<file path="src/rtl/accelerator_sort_pkg.sv">
// Shared types and constants for the DNC usage-sort controller and its buffer.
// Holds the FSM state encoding and the sizing helper used by both modules.
package accelerator_sort_pkg;

   localparam int DATA_SIZE_DEF    = 64;
   localparam int CONTROL_SIZE_DEF = 64;
   localparam int DEPTH_DEF        = 8;
   localparam int ADDR_SIZE        = $clog2(DEPTH_DEF);

   localparam logic [DATA_SIZE_DEF-1:0]    ZERO_DATA    = '0;
   localparam logic [DATA_SIZE_DEF-1:0]    ONE_DATA     = {{(DATA_SIZE_DEF-1){1'b0}}, 1'b1};
   localparam logic [CONTROL_SIZE_DEF-1:0] ZERO_CONTROL = '0;
   localparam logic [CONTROL_SIZE_DEF-1:0] ONE_CONTROL  = {{(CONTROL_SIZE_DEF-1){1'b0}}, 1'b1};

   typedef enum logic [2:0] {
      ST_IDLE,
      ST_LOAD,
      ST_SCAN,
      ST_EMIT,
      ST_DONE
   } state_t;

   // Address width for a buffer of the given depth; never narrower than one bit.
   function automatic int addr_size_f(input int depth);
      return (depth < 2) ? 1 : $clog2(depth);
   endfunction

endpackage

</file>
<file path="src/rtl/accelerator_sort_buffer.sv">
// Usage-vector storage: DEPTH registers with one write port and an async read port,
// plus the per-entry "already emitted" flags with set and clear-all controls.
module accelerator_sort_buffer
   import accelerator_sort_pkg::*;
#(
   parameter int DATA_SIZE = 64,
   parameter int DEPTH     = 8,
   parameter int AW        = addr_size_f(DEPTH)
) (
   input  logic                 CLK,
   input  logic                 RST,
   input  logic                 wr_en_i,
   input  logic [AW-1:0]        wr_addr_i,
   input  logic [DATA_SIZE-1:0] wr_data_i,
   input  logic [AW-1:0]        rd_addr_i,
   output logic [DATA_SIZE-1:0] rd_data_o,
   input  logic                 used_set_i,
   input  logic [AW-1:0]        used_set_addr_i,
   input  logic                 used_clear_i,
   output logic [DEPTH-1:0]     used_o
);

   logic [DATA_SIZE-1:0] mem_q [DEPTH];
   logic [DEPTH-1:0]     used_q;

   // Data storage carries no reset; contents are only read after being loaded.
   always_ff @(posedge CLK) begin
      if (wr_en_i) begin
         mem_q[wr_addr_i] <= wr_data_i;
      end
   end

   always_ff @(posedge CLK or negedge RST) begin
      if (!RST) begin
         used_q <= '0;
      end else if (used_clear_i) begin
         used_q <= '0;
      end else if (used_set_i) begin
         used_q[used_set_addr_i] <= 1'b1;
      end
   end

   assign rd_data_o = mem_q[rd_addr_i];
   assign used_o    = used_q;

endmodule

</file>
<file path="src/rtl/accelerator_sort_controller.sv">
// Load/scan/emit sequencer producing the DNC free list: indices of the usage vector
// in ascending usage order (lowest index wins ties), one index per n+1 cycles.
module accelerator_sort_controller
   import accelerator_sort_pkg::*;
#(
   parameter int DATA_SIZE    = 64,
   parameter int CONTROL_SIZE = 64,
   parameter int DEPTH        = 8
) (
   input  logic                 CLK,
   input  logic                 RST,
   input  logic                 START,
   output logic                 READY,
   input  logic                 U_IN_ENABLE,
   output logic                 U_OUT_ENABLE,
   output logic                 PHI_OUT_ENABLE,
   input  logic [DATA_SIZE-1:0] SIZE_N_IN,
   input  logic [DATA_SIZE-1:0] U_IN,
   output logic [DATA_SIZE-1:0] PHI_OUT
);

   localparam int AW = addr_size_f(DEPTH);
   localparam int CW = (CONTROL_SIZE > AW) ? AW + 1 : CONTROL_SIZE;
   localparam logic [CW-1:0] ONE_CW = CW'(1);

   state_t               state_q, state_d;
   logic [CW-1:0]        n_q, n_d;
   logic [CW-1:0]        cnt_q, cnt_d;
   logic [CW-1:0]        j_q, j_d;
   logic [CW-1:0]        emit_q, emit_d;
   logic                 best_valid_q, best_valid_d;
   logic [AW-1:0]        best_idx_q, best_idx_d;
   logic [DATA_SIZE-1:0] best_val_q, best_val_d;
   logic [AW-1:0]        phi_q, phi_d;

   logic [CW-1:0]        n_start;
   logic                 take;
   logic                 wr_en;
   logic                 used_set;
   logic                 used_clr;
   logic [DATA_SIZE-1:0] rd_data;
   logic [DEPTH-1:0]     used;

   accelerator_sort_buffer #(
      .DATA_SIZE (DATA_SIZE),
      .DEPTH     (DEPTH),
      .AW        (AW)
   ) u_buffer (
      .CLK             (CLK),
      .RST             (RST),
      .wr_en_i         (wr_en),
      .wr_addr_i       (cnt_q[AW-1:0]),
      .wr_data_i       (U_IN),
      .rd_addr_i       (j_q[AW-1:0]),
      .rd_data_o       (rd_data),
      .used_set_i      (used_set),
      .used_set_addr_i (phi_q),
      .used_clear_i    (used_clr),
      .used_o          (used)
   );

   always_ff @(posedge CLK or negedge RST) begin
      if (!RST) begin
         state_q      <= ST_IDLE;
         n_q          <= '0;
         cnt_q        <= '0;
         j_q          <= '0;
         emit_q       <= '0;
         best_valid_q <= 1'b0;
         best_idx_q   <= '0;
         phi_q        <= '0;
      end else begin
         state_q      <= state_d;
         n_q          <= n_d;
         cnt_q        <= cnt_d;
         j_q          <= j_d;
         emit_q       <= emit_d;
         best_valid_q <= best_valid_d;
         best_idx_q   <= best_idx_d;
         phi_q        <= phi_d;
      end
   end

   // The running minimum value is qualified by best_valid_q, so it needs no reset.
   always_ff @(posedge CLK) begin
      best_val_q <= best_val_d;
   end

   always_comb begin
      state_d      = state_q;
      n_d          = n_q;
      cnt_d        = cnt_q;
      j_d          = j_q;
      emit_d       = emit_q;
      best_valid_d = best_valid_q;
      best_idx_d   = best_idx_q;
      best_val_d   = best_val_q;
      phi_d        = phi_q;
      wr_en        = 1'b0;
      used_set     = 1'b0;
      used_clr     = 1'b0;

      n_start = (SIZE_N_IN >= DATA_SIZE'(DEPTH)) ? CW'(DEPTH) : CW'(SIZE_N_IN);
      // Unsigned compare orders non-negative IEEE-754 patterns correctly; strict < keeps ties stable.
      take = !used[j_q[AW-1:0]] && (!best_valid_q || (rd_data < best_val_q));

      case (state_q)
         ST_IDLE: begin
            if (START) begin
               n_d      = n_start;
               cnt_d    = '0;
               emit_d   = '0;
               used_clr = 1'b1;
               state_d  = (n_start == '0) ? ST_DONE : ST_LOAD;
            end
         end
         ST_LOAD: begin
            if (U_IN_ENABLE) begin
               wr_en = 1'b1;
               cnt_d = cnt_q + ONE_CW;
               if ((cnt_q + ONE_CW) == n_q) begin
                  j_d          = '0;
                  best_valid_d = 1'b0;
                  state_d      = ST_SCAN;
               end
            end
         end
         ST_SCAN: begin
            if (take) begin
               best_valid_d = 1'b1;
               best_idx_d   = j_q[AW-1:0];
               best_val_d   = rd_data;
            end
            j_d = j_q + ONE_CW;
            if (j_q == (n_q - ONE_CW)) begin
               phi_d   = take ? j_q[AW-1:0] : best_idx_q;
               state_d = ST_EMIT;
            end
         end
         ST_EMIT: begin
            used_set = 1'b1;
            emit_d   = emit_q + ONE_CW;
            if ((emit_q + ONE_CW) < n_q) begin
               j_d          = '0;
               best_valid_d = 1'b0;
               state_d      = ST_SCAN;
            end else begin
               state_d = ST_DONE;
            end
         end
         ST_DONE: begin
            state_d = ST_IDLE;
         end
         default: begin
            state_d = ST_IDLE;
         end
      endcase
   end

   assign U_OUT_ENABLE   = (state_q == ST_LOAD) && (cnt_q < n_q);
   assign PHI_OUT_ENABLE = (state_q == ST_EMIT);
   assign READY          = (state_q == ST_DONE);
   assign PHI_OUT        = DATA_SIZE'(phi_q);

endmodule

</file>
<file path="config.mk">
export PLATFORM = sky130hd
export DESIGN_NAME = accelerator_sort_controller
export DESIGN_NICKNAME = d
export VERILOG_FILES = /design/src/rtl/accelerator_sort_pkg.sv /design/src/rtl/accelerator_sort_buffer.sv /design/src/rtl/accelerator_sort_controller.sv
export SDC_FILE = /design/constraint.sdc
export NUM_CORES = 1
export LEC_CHECK = 0
export CAP_MARGIN = 20
export CORE_AREA = 4 4 315 240
export CTS_BUF_LIST = sky130_fd_sc_hd__clkbuf_16
export DETAILED_ROUTE_END_ITERATION = 8
export DIE_AREA = 0 0 319 244
export DONT_BUFFER_PORTS = 1
export HOLD_SLACK_MARGIN = 0.03
export SYNTH_ARGS = -nofsm -noshare
export SYNTH_HDL_FRONTEND = slang
export SYNTH_SLANG_ARGS = --single-unit
export TNS_END_PERCENT = 100
</file>
<file path="constraint.sdc">
create_clock -name CLK -period 14.25 [get_ports CLK]
set_input_delay 2.85 -clock CLK [delete_from_list [all_inputs] [get_ports CLK]]
set_output_delay 2.85 -clock CLK [all_outputs]
set_load 0.03 [all_outputs]
</file>
== After elaboration in Yosys (flattened, before gate mapping) ==
Memories as Yosys holds them, arrays and structs flattened.
Index checks and enable logic that the tools add are counted.

* Eq/ne operators: 12
* Muxes and demuxes: 35
* Bitwise operators: 1
* Reduce and logical (&&, ||, !) cells: 20
* Add/sub/neg operators: 4
* Magnitude comparators: 7

{| class="wikitable"
|+ Operator list
! kind !! count
|-
| $ge 64x4->1 const B || 1
|-
| $lt 64x64->1 || 1
|-
| $mux 4 || 6
|-
| $mux 3 || 7
|-
| $mux 8 || 2
|-
| $pmux 4 s2 || 2
|-
| $mux 1 || 13
|-
| $add 4x1->4 const B || 3
|-
| $pmux 3 s4 || 1
|-
| $pmux 4 s3 || 1
|-
| $ne 2x2->1 const B || 5
|-
| $eq 4x4->1 || 2
|-
| $lt 3x4->1 const B || 2
|-
| $lt 4x4->1 || 2
|-
| $or 8x8->8 || 1
|-
| $reduce_and 2->1 || 4
|-
| $reduce_and 4->1 || 2
|-
| $eq 3x2->1 const B || 2
|-
| $reduce_bool 2->1 || 3
|-
| $reduce_and 5->1 || 1
|-
| $logic_not 4->1 || 1
|-
| $sub 4x1->4 const B || 1
|-
| $bmux 1 s3 || 1
|-
| $demux 1 s3 || 1
|-
| other kinds (11) || 14
|}

* Output and inout bits: 67
* Register bits: 98
* Memory bits (writable): 512
* Input bits: 132
* Memories kept: 1

{| class="wikitable"
|+ Memory list
! memory !! depth !! bits a word !! rd ports !! clocked after memory_dff !! write ports !! RTL line !! source
|-
| u_buffer.mem_q || 8 || 64 || 1 || 0 || 1 || accelerator_sort_buffer.sv:23 || <nowiki>logic [DATA_SIZE-1:0] mem_q [DEPTH];</nowiki>
|}

== Depth between registers and ports, before layout ==
Gate-level depths: netlist of the first run.

* Depth in word-level cells: 7
* Mapped depth: 13
* Gate-level depth less buffers: 10

== Modules after synthesis ==
A second synthesis of the first run with hierarchy kept.

* Cells, all modules: 1326
* Area, all modules: 25453.2 um^2

{| class="wikitable"
|+ Modules (own cells, without submodules)
! module !! times used !! area each (um^2) !! cells each
|-
| accelerator_sort_buffer || 1 || 19617.6 || 784
|-
| accelerator_sort_controller || 1 || 5835.6 || 542
|}

== Worst setup path before layout of the first run ==
No wires, ideal clock.

* Path type: input to register
* From: input port U_IN_ENABLE
* To: memory u_buffer.mem_q[0][0], enable pin
* Buffers on the path: 0
* Stages: 3
* Arrival time: 7483 ps
* Path slack: 6203 ps
* Cell sequence: and2_1 > nand2_1 > nor3_1

* Cells in the longest elaborated chain, start to end: 4

{| class="wikitable"
|+ Ends and longest elaborated chain
! element !! RTL line !! source
|-
| start: declaration || accelerator_sort_controller.sv:14 || <nowiki>input logic U_IN_ENABLE,</nowiki>
|-
| $mux 1 || accelerator_sort_controller.sv:118 || <nowiki>if (U_IN_ENABLE) begin</nowiki>
|-
| $mux 1 || accelerator_sort_controller.sv:107 || <nowiki>case (state_q)</nowiki>
|-
| $mux 1 || accelerator_sort_buffer.sv:28 || <nowiki>if (wr_en_i) begin</nowiki>
|-
| $mux 1 (not written as such) || accelerator_sort_buffer.sv:29 || <nowiki>mem_q[wr_addr_i] <= wr_data_i;</nowiki>
|-
| end: declaration || accelerator_sort_buffer.sv:23 ||
|}

Every way passes these cells.

== Final worst setup path of the first run ==
* From: register j_q[0]
* To: register best_val_q[34], enable pin

* Cells in the longest elaborated chain, start to end: 5

{| class="wikitable"
|+ Ends and longest elaborated chain
! element !! RTL line !! source
|-
| start: declaration || accelerator_sort_controller.sv:29 || <nowiki>logic [CW-1:0] j_q, j_d;</nowiki>
|-
| start signal: assignment || accelerator_sort_controller.sv:76 || <nowiki>j_q <= j_d;</nowiki>
|-
| $mem_v2 8x64 || - ||
|-
| net rd_data[17] || accelerator_sort_controller.sv:41 || <nowiki>logic [DATA_SIZE-1:0] rd_data;</nowiki>
|-
| $lt 64x64->1 || accelerator_sort_controller.sv:105 || <nowiki>take = !used[j_q[AW-1:0]] && (!best_valid_q || (rd_data < best_val_q));</nowiki>
|-
| $logic_or 1x1->1 || accelerator_sort_controller.sv:105 ||
|-
| $logic_and 1x1->1 || accelerator_sort_controller.sv:105 ||
|-
| $reduce_and 2->1 (no source line) || - ||
|-
| end signal: assignment || accelerator_sort_controller.sv:86 || <nowiki>best_val_q <= best_val_d;</nowiki>
|-
| end: declaration || accelerator_sort_controller.sv:33 || <nowiki>logic [DATA_SIZE-1:0] best_val_q, best_val_d;</nowiki>
|}

The timed path passes the listed nets, and every way through them passes these cells. The select of a mux whose other input is x is not followed.
A chain may end at the register's enable or synchronous reset.

==> flow_summary_export.csv, run 1 <==
group,metric,value,unit
critical_path,max_stage_delay,0.98,ns
yosys,mappedNetlistArea,25220,um^2
route,avgViaCountPerCell,5.048,
route,wl_per_cell,22.46,um
timing,fmax,175.8,MHz
clocking,path_clk_slew,0.06,ns
critical_path,startpoint_type,"register",
yosys,synth_top_flop_cell,"edfxtp_1",
critical_path,worstPathArrival,5.94,ns
floorplan,die_h,244,um
place,dp_slack,8.348,ns
floorplan,die_x,319,um
cells_and_area,fin_cells,2377,
floorplan,die_area,77840,um^2
yosys,yosysMostFrequentCell,"edfxtp_1",
critical_path,crit_required,14.50,ns
yosys,synth_cells,1318,
timing,rsz0062_at_grt,"no",
place,dp_hpwl,31.87,mm
yosys,synth_top_area_cell,"edfxtp_1",
route,vias,12000,
cells_and_area,final_util,38.77,%
yosys,synthDistinctLibCells,59,
cells_and_area,nets,1561,
power,p_leak,9.387,nW
route,drtAntennaViolNets,0,
route,dr.pass1.iters,5,
grt,grt_pass1_wl,79.96,mm
timing,timing_hold_violations_final,0,
cells_and_area,drive_above_1_share,22.60,%
yosys,ys_seq_elements,610,
timing,slew_viol_final,0,
timing,fin_skew,0.03606,ns
yosys,syn_area_per_cell,19.13,um^2
route,drc_errors,0,
critical_path,cp_num_buf_inv,3,
yosys,synth_top_area_share,68.59,%
timing,period_share,39.91,%
route,dr.first_iter.drc_count,854,
timing,max_slew_margin,30.32,%
grt,grt_pass1_vias,12310,
yosys,ys_seq_area_share,71.96,%
clocking,cts-root-buf,"clkbuf_16",
place,place_congestion,0.7556,
min_path,min_path_type,"register to register",
clocking,cts.repair.resized,0,
yosys,synthTopCellsByCount,"edfxtp_1 (576), mux4_2 (130), inv_1 (75)",
critical_path,cpMaxStageDelayCell,"dfrtp_4",
place,dp_cells,2259,
critical_path,path_depth,12,
floorplan,initial_core_util,34.72,%
route,wl,53.38,mm
critical_path,endpoint_kind,"register",
clocking,postCtsHoldBufs,0,
critical_path,crit_chain,"buf_4 > mux4_2 > mux2_2 > ha_1 > a211oi_1 > nor2_1 > o41ai_1 > o221ai_1 > o21ai_4 > nand4_4 > inv_2 > buf_4",
grt,grt_overflow_total,0,
critical_path,crit_type,"register to register",
place,io_buffers,0,
critical_path,crit_family,"buffers and inverters",
status,status,"complete, no violations",
yosys,ys_warn_count,0,
clocking,clk_latency,0.64,ns
run,maxCapViolations,0,
clocking,cts_tree,"yes",
power,p_total,5.342,mW
grt,grt.total_usage,13.59,%
grt,antenna_found_initial,1,
grt,grt_max_degree,65,
clocking,numCtsBuffers,61,
power,ir_worst_vdd,0.1429,mV
clocking,postCtsSetupBuffers,0,
critical_path,r2r_cells,12,
critical_path,path_common_cell,"buf_4",
floorplan,floorplan.core_area,72630,um^2
timing,fin_tns_setup,0,ns
timing,setup_viol,0,
floorplan,rows,86,
timing,setup_slack,8.563,ns
min_path,hold_path_depth,2,
power,power_density,189.7,nW/um^2
timing,tightest_slew,1.043,ns
yosys,synth_edf_count,576,
timing,hold_ws,0.5069,ns
floorplan,io_pins,199,
cells_and_area,fillCellCount,6504,
place,placedInstanceArea,26220,um^2
clocking,cts_buffer_depth,3,
timing,post-route-min-period,5.687,ns
critical_path,crit_path_max_fanout,64,
cells_and_area,design_area,28160,um^2
yosys,synthTopCellsByArea,"edfxtp_1 (69%), mux4_2 (12%), ha_1 (3.7%), dfrtp_1 (3.4%), mux2_2 (2.9%)",
cells_and_area,syn_to_final_growth,11.67,%
yosys,async_reset_ff_share,5.574,%
clocking,htreeDepth,2,
clocking,cts.sinks,610,
## power breakdown
group          total, mW  internal [mW]  switching (mW)  leakage (nW)
Combinational       1.48          0.691           0.788          2.78
Clock               1.52          0.845           0.677         0.967
Sequential          2.34           2.20           0.143          5.64
Total               5.34           3.74            1.61          9.39
## layout by cell type (no fill, tap or decap), types with 6 or more instances in the layout
master / count
a211oi_1: 8
a21oi_1: 25
a31oi_1: 7
and2_1: 6
and4_1: 7
buf_4: 17
clkbuf_16: 62
clkinv_1: 20
clkinv_2: 7
conb_1: 61
dfrtp_1: 31
edfxtp_1: 576
ha_1: 74
inv_1: 86
mux2_2: 65
mux4_2: 130
nand2_1: 27
nand3_1: 14
nand4_1: 14
nor2_1: 32
nor2_4: 6
nor4_1: 17
o21ai_0: 14
o21ai_1: 7
xnor2_1: 10
## metal layers
| metal | vias to the layer above | part of all wire (%) | global-route usage [%] |
|---|---|---|---|
| met4 | 0 | 1.9 | 3.226 |
| met2 | 362 | 47 | 21.69 |
| met1 | 6316 | 44 | 18.60 |
| met5 | - | 0 | 0 |
| met3 | 72 | 7.7 | 3.814 |
| li1 | 5250 | - | - |
## path summary, 6_finish.rpt
kind	start	endpoint	slack [ns]
worst max-delay path	j_q[0]	best_val_q[34]	8.56
worst min register to register	u_buffer.used_o[2]	u_buffer.used_o[2]	0.51
min in group asynchronous	RST	emit_q[2]	1.90
max in group asynchronous	RST	j_q[2]	12.24
worst max register to register	j_q[0]	best_val_q[34]	8.56
worst min-delay path	u_buffer.used_o[2]	u_buffer.used_o[2]	0.51
## kinds of logic after synthesis
| logic type | synth area share [%] |
|---|---|
| AND/OR/NAND/NOR | 3.126 |
| flip-flops | 71.96 |
| buffers and inverters | 3.637 |
| other | 0.01487 |
| AO/OA/AOI/OAI | 2.506 |
| adder cells (fa/ha/maj) | 3.671 |
| XOR/XNOR | 0.4167 |
| multiplexers | 14.67 |
## sequential cells by signal (all words and copies together), names as in the netlist, 4 cells and up
signal and flops:
u_buffer.mem_q 512, cnt_q 4, n_q 4, j_q 4, emit_q 4, best_val_q 64
u_buffer.used_o 8
## tightest hold or removal path, cell delays in order (launching register included)
cell and delay (ns):
dfrtp_1 0.35, a21oi_1 0.04, nor2_1 0.08
## cell type report
| type | count | area, um^2 | area share (%) |
|---|---|---|---|
| clock inverter | 53 | 360.3 | 1.280 |
| tap | 968 | 1211 | 4.301 |
| clock buffer | 62 | 1551 | 5.509 |
| antenna | 2 | 5.005 | 0.01777 |
| inverter | 76 | 285.3 | 1.013 |
| sequential | 610 | 18160 | 64.48 |
| timing repair buffer | 18 | 155.1 | 0.5509 |
| multi-input combinational | 588 | 6435 | 22.85 |
Power figures use the tool's default switching activity.
==> inputs of run 2 (changes only) <==
==> constraint.sdc (replaced) <==
create_clock -name CLK -period 5.38 [get_ports CLK]
set_input_delay 1.076 -clock CLK [delete_from_list [all_inputs] [get_ports CLK]]
set_output_delay 1.076 -clock CLK [all_outputs]
set_load 0.03 [all_outputs]
==> flow_summary_export.csv, run 2 (synthesis results as in run 1) <==
group,metric,value,unit
status,status,"complete, no violations",
clocking,cts_tree,"yes",
timing,tightest_slew,0.8721,ns
critical_path,startpoint_type,"register",
critical_path,crit_path_max_fanout,37,
floorplan,io_pins,199,
timing,slew_viol_final,0,
critical_path,crit_type,"register to register",
power,p_leak,9.536,nW
timing,fmax,211.9,MHz
critical_path,crit_start,"j_q[1]",
cells_and_area,final_util,39.24,%
cells_and_area,multi_input_area,6447,um^2
power,combPwrFrac,28.3,%
critical_path,worstPathArrival,5.07,ns
place,dp_slack,0.5817,ns
timing,setup_slack,0.6601,ns
clocking,postCtsSetupBuffers,0,
clocking,htreeDepth,2,
timing,period_share,87.73,%
cells_and_area,nets,1571,
route,dr.first_iter.drc_count,805,
floorplan,die_h,244,um
power,ir_worst_vdd,0.2802,mV
cells_and_area,syn_to_final_growth,13.02,%
cells_and_area,mostFrequentLayoutCell,"edfxtp_1",
power,switchingPower,4.241,mW
critical_path,r2r_slack,0.66,ns
timing,timing_hold_violations_final,0,
timing,fin_tns_setup,0,ns
route,drc_errors,0,
grt,grt.total_usage,13.48,%
cells_and_area,mostFrequentLayoutCells,"edfxtp_1 (576), mux4_2 (130), inv_1 (91), ha_1 (74), mux2_2 (65)",
critical_path,endpoint,"best_val_q[17]",
floorplan,initial_core_util,34.72,%
timing,post-route-min-period,4.720,ns
critical_path,crit_required,5.73,ns
floorplan,rows,86,
clocking,path_clk_slew,0.06,ns
clocking,clk_latency,0.62,ns
place,place_congestion,0.7650,
clocking,numCtsBuffers,58,
route,vias,11850,
timing,max_slew_margin,41.72,%
place,dp_hpwl,32.04,mm
cells_and_area,regMostFlops,"u_buffer.mem_q",
floorplan,die_area,77840,um^2
cells_and_area,largest_register_ffs,512,
power,power_density,506.7,nW/um^2
route,wl,52.60,mm
grt,grt_overflow_total,0,
clocking,cts.sinks,610,
grt,grt_pass1_vias,12420,
floorplan,die_x,319,um
power,p_total,14.44,mW
critical_path,r2r_end,"best_val_q[17]",
critical_path,timing.rr.start,"j_q[1]",
run,maxCapViolations,0,
clocking,cts_buffer_depth,3,
floorplan,floorplan.core_area,72630,um^2
grt,grt_max_degree,65,
clocking,postCtsHoldBufs,0,
cells_and_area,drive_above_1_share,23.46,%
route,wl_per_cell,22.04,um
power,p_sw_share,29.37,%
timing,fin_skew,0.02004,ns
timing,rsz0062_at_grt,"no",
min_path,min_path_type,"input port to asynchronous set/reset pin",
clocking,cts-root-buf,"clkbuf_16",
clocking,cts.repair.resized,0,
timing,setup_viol,0,
route,drtAntennaViolNets,0,
critical_path,r2r_cells,13,
grt,antenna_found_initial,1,
power,seqPwrFrac,42.8,%
power,internal_power,10.20,mW
cells_and_area,register_area,18160,um^2
route,dr.pass1.iters,4,
cells_and_area,fillCellCount,6479,
power,clock_power_share,28.9,%
grt,grt_pass1_wl,79.58,mm
route,avgViaCountPerCell,4.966,
place,io_buffers,0,
critical_path,endpoint_kind,"register",
## run 2: changes by cell type in the layout (fill, tap and decap cells not counted), sizes merged
| cell | previous run | this run |
|---|---|---|
| inv | 90 | 94 |
| clkinv | 32 | 21 |
| clkinvlp | 4 | 3 |
| diode | 2 | 3 |
| buf | 18 | 31 |
| clkbuf | 62 | 58 |
| bufinv | 3 | 10 |
## run 2: worst min-delay path by stage
stage,slack [ns],depth (start not counted),start,end
floorplan,0.46,2,u_buffer.used_o[2],u_buffer.used_o[2]
global placement,0.47,2,u_buffer.used_o[6],u_buffer.used_o[6]
detailed placement,0.49,2,u_buffer.used_o[6],u_buffer.used_o[6]
CTS,0.13,0,RST,cnt_q[3]
global route,0.12,0,RST,u_buffer.used_o[6]
finish,0.16,0,RST,n_q[3]
## run 2: power groups by stage
stage / clock [mW] / sequential, mW / combinational, mW
6_report: 4.17 / 6.18 / 4.09
3_3_place_gp: 0 / 6.27 / 4.10
3_5_place_dp: 0 / 6.29 / 4.13
5_1_grt: 4.50 / 6.23 / 4.56
2_1_floorplan: 0 / 6.06 / 3.16
4_1_cts: 4.28 / 6.19 / 4.16
## run 2: through the flow
stage	hold slack [ns]	cell area (um^2)	cells
floorplan	0.4573	25450	1378
global placement	0.4736	26520	2272
detailed placement	0.4855	26520	2272
CTS	0.1285	28480	2382
global route	0.1247	28500	2383
finish	0.1578	28500	2386
## run 2: area by class of cell
class                      count  share of cell area (%)
tap                          968                   4.249
antenna                        3                 0.02634
sequential                   610                   63.71
clock inverter                52                   1.787
multi-input combinational    588                   22.62
clock buffer                  58                   5.092
timing repair buffer          31                   1.519
inverter                      76                   1.001
## run 2: worst max-delay path: stages (launching register included)
cell      delay, ns
dfrtp_4        0.82
buf_4          0.49
buf_4          0.25
mux4_2         0.31
mux2_2         0.31
ha_1           0.28
nand4_1        0.19
nor4bb_1       0.47
and3_1         0.25
a22oi_1        0.08
a31o_2         0.32
nand4_4        0.15
inv_2          0.20
buf_12         0.23
## run 2: metal layers
layer  wire [um]  vias to the layer above  part of all wire (%)  track usage [%]
met5           0                        -                     0                0
met1       23780                     6187                    45            18.83
li1            -                     5271                     -                -
met4         806                        0                   1.5            2.763
met3        3748                       67                   7.1            3.591
met2       24260                      325                    46            21.44
